### src/rtl/axis_dataout_rx.sv
// AXI4-Stream slave receiver/checker for an incrementing-pattern packet.
// Optional macro AXIS_RX_BACKPRESSURE_EN: LFSR-driven TREADY throttling.
module axis_dataout_rx #(
  parameter int C_S_AXIS_TDATA_WIDTH = 32,
  parameter int C_NUM_WORDS          = 8,
  parameter int C_START_VALUE        = 1,
  parameter int C_STEP               = 1
) (
  input  logic                              ACLK,
  input  logic                              ARESET,
  input  logic                              INIT_AXI_RXN,
  input  logic [C_S_AXIS_TDATA_WIDTH-1:0]   S_AXIS_TDATA,
  input  logic [C_S_AXIS_TDATA_WIDTH/8-1:0] S_AXIS_TSTRB,
  input  logic                              S_AXIS_TLAST,
  input  logic                              S_AXIS_TVALID,
  output logic                              S_AXIS_TREADY,
  output logic                              RXN_DONE,
  output logic                              RXN_ERROR,
  output logic [8:0]                        WORD_CNT,
  output logic [7:0]                        ERR_IDX,
  input  logic [7:0]                        BUF_RADDR,
  output logic [C_S_AXIS_TDATA_WIDTH-1:0]   BUF_RDATA
);

  localparam int W  = C_S_AXIS_TDATA_WIDTH;
  localparam int AW = (C_NUM_WORDS > 1) ? $clog2(C_NUM_WORDS) : 1;

  typedef enum logic [1:0] {IDLE, RECV, DONE} state_t;

  state_t         state;
  state_t         state_nx;
  logic           init_q;
  logic           arm;
  logic           ready;
  logic           accept;
  logic           last_k;
  logic           fail;
  logic [W-1:0]   expected;
  logic [W-1:0]   mem [C_NUM_WORDS];
  logic           raddr_ok;

  assign arm      = INIT_AXI_RXN & ~init_q;
  assign last_k   = (WORD_CNT == 9'(C_NUM_WORDS - 1));
  assign accept   = S_AXIS_TVALID & ready & ~arm;
  assign fail     = (S_AXIS_TDATA != expected)
                  | (S_AXIS_TSTRB != '1)
                  | (S_AXIS_TLAST & ~last_k)
                  | (~S_AXIS_TLAST & last_k);
  assign raddr_ok = ({1'b0, BUF_RADDR} < 9'(C_NUM_WORDS));

  assign S_AXIS_TREADY = ready;
  assign RXN_DONE      = (state == DONE);

`ifdef AXIS_RX_BACKPRESSURE_EN
  logic [15:0] lfsr;

  // Galois LFSR x^16+x^14+x^13+x^11+1, advancing only while receiving
  always_ff @(posedge ACLK or posedge ARESET) begin
    if (ARESET) begin
      lfsr <= 16'hACE1;
    end else if (state == RECV) begin
      lfsr <= {1'b0, lfsr[15:1]} ^ (lfsr[0] ? 16'hB400 : 16'h0000);
    end
  end

  assign ready = (state == RECV) & lfsr[0];
`else
  assign ready = (state == RECV);
`endif

  // Arm edge detector register
  always_ff @(posedge ACLK or posedge ARESET) begin
    if (ARESET) init_q <= 1'b0;
    else        init_q <= INIT_AXI_RXN;
  end

  // State register
  always_ff @(posedge ACLK or posedge ARESET) begin
    if (ARESET) state <= IDLE;
    else        state <= state_nx;
  end

  // Next-state logic; arming always (re)starts a packet
  always_comb begin
    state_nx = state;
    unique case (state)
      IDLE: if (arm) state_nx = RECV;
      RECV: begin
        if (arm)
          state_nx = RECV;
        else if (accept && (S_AXIS_TLAST || last_k))
          state_nx = DONE;
      end
      DONE: if (arm) state_nx = RECV;
      default: state_nx = IDLE;
    endcase
  end

  // Beat counter, expected pattern and first-error capture
  always_ff @(posedge ACLK or posedge ARESET) begin
    if (ARESET) begin
      WORD_CNT  <= '0;
      ERR_IDX   <= '0;
      RXN_ERROR <= 1'b0;
      expected  <= W'(C_START_VALUE);
    end else if (arm) begin
      WORD_CNT  <= '0;
      ERR_IDX   <= '0;
      RXN_ERROR <= 1'b0;
      expected  <= W'(C_START_VALUE);
    end else if (accept) begin
      WORD_CNT <= WORD_CNT + 9'd1;
      expected <= expected + W'(C_STEP);
      if (fail && !RXN_ERROR) begin
        RXN_ERROR <= 1'b1;
        ERR_IDX   <= WORD_CNT[7:0];
      end
    end
  end

  // Capture buffer write port (contents intentionally not reset)
  always_ff @(posedge ACLK) begin
    if (accept) mem[WORD_CNT[AW-1:0]] <= S_AXIS_TDATA;
  end

  // Registered readback; out-of-range addresses read as zero
  always_ff @(posedge ACLK or posedge ARESET) begin
    if (ARESET)        BUF_RDATA <= '0;
    else if (raddr_ok) BUF_RDATA <= mem[BUF_RADDR[AW-1:0]];
    else               BUF_RDATA <= '0;
  end

endmodule

### config.mk
export PLATFORM = sky130hd
export DESIGN_NAME = axis_dataout_rx
export DESIGN_NICKNAME = d
export VERILOG_FILES = /design/src/rtl/axis_dataout_rx.sv
export SDC_FILE = /design/constraint.sdc
export NUM_CORES = 1
export LEC_CHECK = 0
export ABC_AREA = 1
export BUFFER_PORTS_ARGS = -buffer_cell sky130_fd_sc_hd__buf_2
export CAP_MARGIN = 10
export CORE_MARGIN = 2
export CORE_UTILIZATION = 35
export DETAILED_ROUTE_END_ITERATION = 8
export GPL_TIMING_DRIVEN = 1
export MAX_ROUTING_LAYER = met4
export PLACE_DENSITY = 0.62
export REMOVE_ABC_BUFFERS = 1
export SLEW_MARGIN = 0
export SYNTH_ARGS = -nofsm -noshare
export SYNTH_HDL_FRONTEND = slang
export SYNTH_SLANG_ARGS = --single-unit
### constraint.sdc
create_clock -name ACLK -period 3.5 [get_ports ACLK]
set_input_delay 0.525 -clock ACLK [delete_from_list [all_inputs] [get_ports ACLK]]
set_output_delay 0.525 -clock ACLK [all_outputs]
set_load 0.02 [all_outputs]
# Word level (Yosys, flattened, before mapping)
# Memory sizes are Yosys's and may differ from the RTL's.
# Cells that the tools add are included.
# word_totals
output_inout_bits	52
mem_count	1
inputBits	49
elab_cells	57
ff_bits	85
ramBits	256
# classes
addsub	2
n_eq_ne	7
magnitude_cmp	1
reduce_logical	10
n_bitwise	12
mux	17
# memory_table
name	words	word_bits	read_ports	rd_ports_with_merged_regs	wr	line_no	source
mem	8	32	1	0	1	39	logic [W-1:0] mem [C_NUM_WORDS];
# ops
operator	n
32-bit 2-to-1 mux	3
32-bit by 1-bit adder with 32-bit output (second input constant)	1
32-bit != test	1
8-bit 2-to-1 mux	3
9-bit 2-to-1 mux	2
9-bit by 1-bit adder with 9-bit output (second input constant)	1
9-bit by 3-bit equality test with 1-bit output (second input constant)	1
8-bit by 4-bit < comparator with 1-bit output (second input constant)	1
2-bit 2-to-1 mux	3
1-bit bitwise AND	5
1-bit 2-to-1 mux	5
4-bit != test (second input constant)	1
1-bit inverter	4
2-bit case mux with 2 select lines	1
2-bit AND reduction	2
2-bit nonzero test	2
3-bit by 2-bit != test with 1-bit output (second input constant)	1
1-bit OR	3
2-bit by 1-bit equality test with 1-bit output (second input constant)	1
2-bit equality test (second input constant)	1
1-bit logical AND	2
2-bit zero test	1
2-bit by 1-bit != test with 1-bit output (second input constant)	1
2-bit OR reduction	1
other kinds (2)	2

# Longest topological paths before layout
# depth
word_depth	9
mapped_depth	12
ltp_nobuf	12

# Worst setup path before layout
# Ideal clock, no wire load.
# synth_path
kind	reg2reg
start	reg state[1]
end	mem mem[1][0] in the netlist's numbering, enable pin
n_path_buf	1
stages_incl_launch_ff	7
period_less_slack_ns	3.748
setup_slack_ns	-0.248
setup_time_ns	0.461
t_arrival_ns	3.287
required_time_ns	3.039
path_cell_list	dfrtp_1 -> nor2_4 -> nand2_4 -> buf_6 -> nor2_4 -> inv_1 -> nor3_1
# synth_via
elab_chain_len	5
# synth_rtl
element	line_no	source
start, declared	30	state_t state;
start signal, assigned	80	else state <= state_nx;
2-bit by 1-bit equality test with 1-bit output	68	assign ready = (state == RECV);
net S_AXIS_TREADY	16	output logic S_AXIS_TREADY,
1-bit bitwise AND (2 in a row)	44	assign accept = S_AXIS_TVALID & ready & ~arm;
1-bit 2-to-1 mux	123	if (accept) mem[WORD_CNT[AW-1:0]] <= S_AXIS_TDATA;
1-bit 2-to-1 mux (implied by the code)	123	
end, declared	39	
# The timed path passes the listed nets, and every way through them passes these cells.

# Final worst setup path
# layout_path
start	reg state[0]
end	mem mem[0][18] in the netlist's numbering, enable pin
# layout_via
elab_chain_len	5
# layout_rtl
element	line_no
2-bit by 1-bit equality test with 1-bit output	68
1-bit bitwise AND (2 in a row)	44
1-bit 2-to-1 mux	123
1-bit 2-to-1 mux (implied by the code)	123
# No other way between the ends.

==> impl_table.tex <==
\begin{tabular}{lr}
\hline
Metric & Value \\
\hline
\multicolumn{2}{l}{\textbf{Floorplan}} \\
Chip Width & 208 um \\
Full die area & 43300 um2 \\
Initial Utilization & 35.6\% \\
Top-level port count & 101 \\
Area of the core & 40900 um2 \\
Height of the chip & 208 um \\
FP Rows & 74 \\
\multicolumn{2}{l}{\textbf{Placed design}} \\
DP Wirelength & 21.8 mm \\
Cell Area, Placed & 15700 um2 \\
Port Buffer Count & 100 \\
Final weighted congestion in routability-driven placement & 0.884 \\
\multicolumn{2}{l}{\textbf{Yosys}} \\
Count leader, synth & sky130\_fd\_sc\_hd\_\_edfxtp\_1 \\
Distinct cell type count of the synthesized netlist & 44 \\
Top post-synthesis cells by count & sky130\_fd\_sc\_hd\_\_edfxtp\_1, sky130\_fd\_sc\_hd\_\_nor2\_1, sky130\_fd\_sc\_hd\_\_o21ai\_0 \\
Most area-consuming cells after synthesis & sky130\_fd\_sc\_hd\_\_edfxtp\_1, sky130\_fd\_sc\_hd\_\_dfrtp\_1, sky130\_fd\_sc\_hd\_\_o21ai\_0 \\
Fraction of synthesis flops using an asynchronous set or reset pin & 24.9\% \\
Area fraction of the dominant cell type after synthesis & 52.7\% \\
Sequential element share of the synthesized area & 67.4\% \\
Predominant post-synthesis flop cell & sky130\_fd\_sc\_hd\_\_edfxtp\_1 \\
Register bit total from synthesis & 341 \\
Number of enable flip-flop cells after synthesis & 256 \\
Number of warnings issued by yosys & 0 \\
Post-synthesis instance area & 14600 um2 \\
Post-synthesis cell type with the largest combined area & sky130\_fd\_sc\_hd\_\_edfxtp\_1 \\
Synthesized area per cell & 12.0 um2 \\
Syn Inst Count & 1218 \\
\multicolumn{2}{l}{\textbf{Global routing}} \\
Aggregate global-route resource usage & 17.1\% \\
Largest net degree at the start of global routing & 79 \\
Via count of the first global-routing pass & 9901 \\
Initial antenna violation count & 3 \\
Overall overflow remaining after global route & 0 \\
Global-route wire length before repair & 56.5 mm \\
\multicolumn{2}{l}{\textbf{Status}} \\
Result of the run & finished, final reports clean \\
\multicolumn{2}{l}{\textbf{Worst setup path}} \\
Startpoint type of the worst setup path & flop \\
Max stage delay cell, worst path & sky130\_fd\_sc\_hd\_\_nor2\_4 \\
Cell type group with the largest total delay on the critical path & simple AND/OR/NAND/NOR gates \\
CP cell instances & inv\_2 -> nor2\_4 -> nand2\_4 -> nor2\_4 -> nand2\_1 -> nor2\_4 -> buf\_12 \\
Reg2reg setup slack & 1.23 ns \\
Reg2reg start & state[0]\$\_DFFE\_PP0P\_ \\
Depth of the worst register-to-register path & 7 \\
Arrival time of the worst setup path & 2.50 ns \\
Most numerous cell on the critical path & sky130\_fd\_sc\_hd\_\_nor2\_4 \\
Worst path bufs/invs & 2 \\
Largest stage delay, worst path & 0.52 ns \\
Critical path required time & 3.73 ns \\
Setup Crit Path Kind & reg2reg \\
Max Fanout on Critical Path & 19 \\
Endpoint of the most critical register-to-register path & mem[0][18]\$\_DFFE\_PP\_ \\
Nature of the critical path endpoint & flop \\
\multicolumn{2}{l}{\textbf{Layout}} \\
Ratio of cells with drive above 1 in the final layout & 21.0\% \\
Post-route design area & 16900 um2 \\
Number of inserted filler cells in the final layout & 3919 \\
Layout Area Growth over Synthesis & 16.1\% \\
Area of the multi-input gates & 4180 um2 \\
Number of nets at the end of the flow & 1368 \\
Footprint of the flip-flops and latches & 9820 um2 \\
\multicolumn{2}{l}{\textbf{STA}} \\
Worst slack on hold paths & 0.111 ns \\
Worst-case headroom to the max-slew limit & 25.1\% \\
Final hold vios & 0 \\
Max Slew Vio Count & 0 \\
Setup repair after global routing missed its margin & false \\
Worst Max-Slew Pin Slew & 1.12 ns \\
Setup-failing EPs final & 0 \\
Worst clock skew & 0.0104 ns \\
Fraction of the cycle the final worst path needs & 64.9\% \\
Min Tclk post-route & 2.27 ns \\
Max Fclk & 0.440 GHz \\
\multicolumn{2}{l}{\textbf{CTS}} \\
Maximum count of clock buffers along a single path & 3 \\
Count of hold buffers inserted by post-cts repair & 0 \\
Number of sinks driven by the clock tree & 341 \\
Number of H-tree branching levels & 2 \\
Clock tree from TritonCTS & yes \\
Later-pin clock latency in the skew report & 0.54 ns \\
Clock slew at reported path FFs & 0.06 ns \\
Clock Root Buffer & sky130\_fd\_sc\_hd\_\_clkbuf\_16 \\
Post CTS Setup Buffer Count & 0 \\
Count of cells resized by post-cts repair & 0 \\
Clock buffers created by TritonCTS & 38 \\
\multicolumn{2}{l}{\textbf{Hold path}} \\
Worst hold path type & in2async \\
\multicolumn{2}{l}{\textbf{Drt}} \\
Count of vias placed by the detailed router & 9733 \\
Post-route ant nets & 0 \\
Count of unresolved DRC violations after routing & 0 \\
Iter 0 DRT Violations & 800 \\
Wire length reported by the detailed router & 35.9 mm \\
Routed WL per cell & 19.1 um \\
Drt first pass iters & 7 \\
Post-DR vias/cell & 5.18 \\
\multicolumn{2}{l}{\textbf{Pwr}} \\
Worst VDD drop & 0.272 mV \\
Total leakage power & 6.29 nW \\
Pwr per Cell Area & 573 nW/um2 \\
\multicolumn{2}{l}{\textbf{Flow run}} \\
Max Cap Violations & 0 \\
\hline
\end{tabular}
[worst max path at each step]
stage / cells past startpoint / endpoint / startpoint / slack (ns)
floorplan: 5 / mem[1][0]$_DFFE_PP_ / state[1]$_DFFE_PP0P_ / -0.19
global placement: 9 / expected[9]$_DFFE_PP0P_ / INIT_AXI_RXN / 1.07
detailed placement: 9 / expected[9]$_DFFE_PP0P_ / INIT_AXI_RXN / 1.04
CTS: 6 / mem[0][10]$_DFFE_PP_ / state[1]$_DFFE_PP0P_ / 1.21
global route: 7 / expected[9]$_DFFE_PP0P_ / init_q$_DFF_PP0_ / 1.09
finish: 7 / mem[0][18]$_DFFE_PP_ / state[0]$_DFFE_PP0P_ / 1.23
[cell usage in the layout (no fill, tap or decap), types with 11 or more instances in the layout]
cell type and count:
sky130_fd_sc_hd__a21oi_1 24, sky130_fd_sc_hd__buf_2 99, sky130_fd_sc_hd__o21ai_0 144, sky130_fd_sc_hd__nand2_1 142, sky130_fd_sc_hd__inv_1 68, sky130_fd_sc_hd__xnor2_1 18
sky130_fd_sc_hd__nor3_2 34, sky130_fd_sc_hd__clkbuf_16 41, sky130_fd_sc_hd__nand3_1 26, sky130_fd_sc_hd__xor2_1 13, sky130_fd_sc_hd__nand4_1 19, sky130_fd_sc_hd__nor2_4 11
sky130_fd_sc_hd__dfrtp_1 84, sky130_fd_sc_hd__nor3_1 18, sky130_fd_sc_hd__nor2_1 187, sky130_fd_sc_hd__edfxtp_1 256, sky130_fd_sc_hd__o221a_2 35, sky130_fd_sc_hd__o221a_1 26
sky130_fd_sc_hd__buf_4 20
[power by group]
group / switching (mW) / total, mW / internal, mW / leakage, nW
clock network: 1.56 / 3.94 / 2.38 / 0.603
logic: 0.684 / 0.974 / 0.290 / 2.21
registers: 0.157 / 4.79 / 4.63 / 3.48
total: 2.40 / 9.70 / 7.29 / 6.29
[kinds of logic after synthesis]
family	share of synthesized area, %
compound gates	11.4
xor+xnor	1.86
fa+ha+maj	0.172
buf+inv	4.33
flops	67.4
simple gates	14.9
[stage by stage]
stage	util (%)	instances	setup TNS, ns	setup WS (ns)	total power, mW
after floorplan	-	1154	-18.57	-0.193	5.40
after global placement	38.3	1809	0	1.07	5.81
after detailed placement	38.3	1809	0	1.04	5.84
after CTS	41.3	1877	0	1.21	9.78
after global routing	41.3	1880	0	1.09	10.1
final	41.3	1880	0	1.23	9.70
[layer usage]
metal / track usage, % / wire length [um] / vias to the layer above
li1: - / - / 4549
met1: 24.0 / 16800 / 4822
met2: 25.5 / 16300 / 305
met3: 2.67 / 2030 / 57
met4: 5.45 / 773 / 0
met5: - / 0 / -
[layout make-up]
type	instances	area share (%)
flip-flops and latches	341	58.0
inverters	74	1.67
clock inverters	14	0.666
multi-input cells	739	24.7
repair buffers	123	4.29
well taps	532	3.94
diodes	3	0.0444
clock buffers	54	6.65
[worst register-to-register path, cell delays in order (launching register included)]
cell                      delay [ns]
sky130_fd_sc_hd__dfrtp_1        0.40
sky130_fd_sc_hd__inv_2          0.06
sky130_fd_sc_hd__nor2_4         0.11
sky130_fd_sc_hd__nand2_4        0.16
sky130_fd_sc_hd__nor2_4         0.19
sky130_fd_sc_hd__nand2_1        0.26
sky130_fd_sc_hd__nor2_4         0.52
sky130_fd_sc_hd__buf_12         0.25
[state kept, by name, indices dropped and copies added, names as in the netlist]
register / cells
WORD_CNT: 9
ERR_IDX: 8
expected: 32
init_q: 1
BUF_RDATA: 32
RXN_ERROR: 1
state: 2
mem: 256
Power figures use the tool's default switching activity.
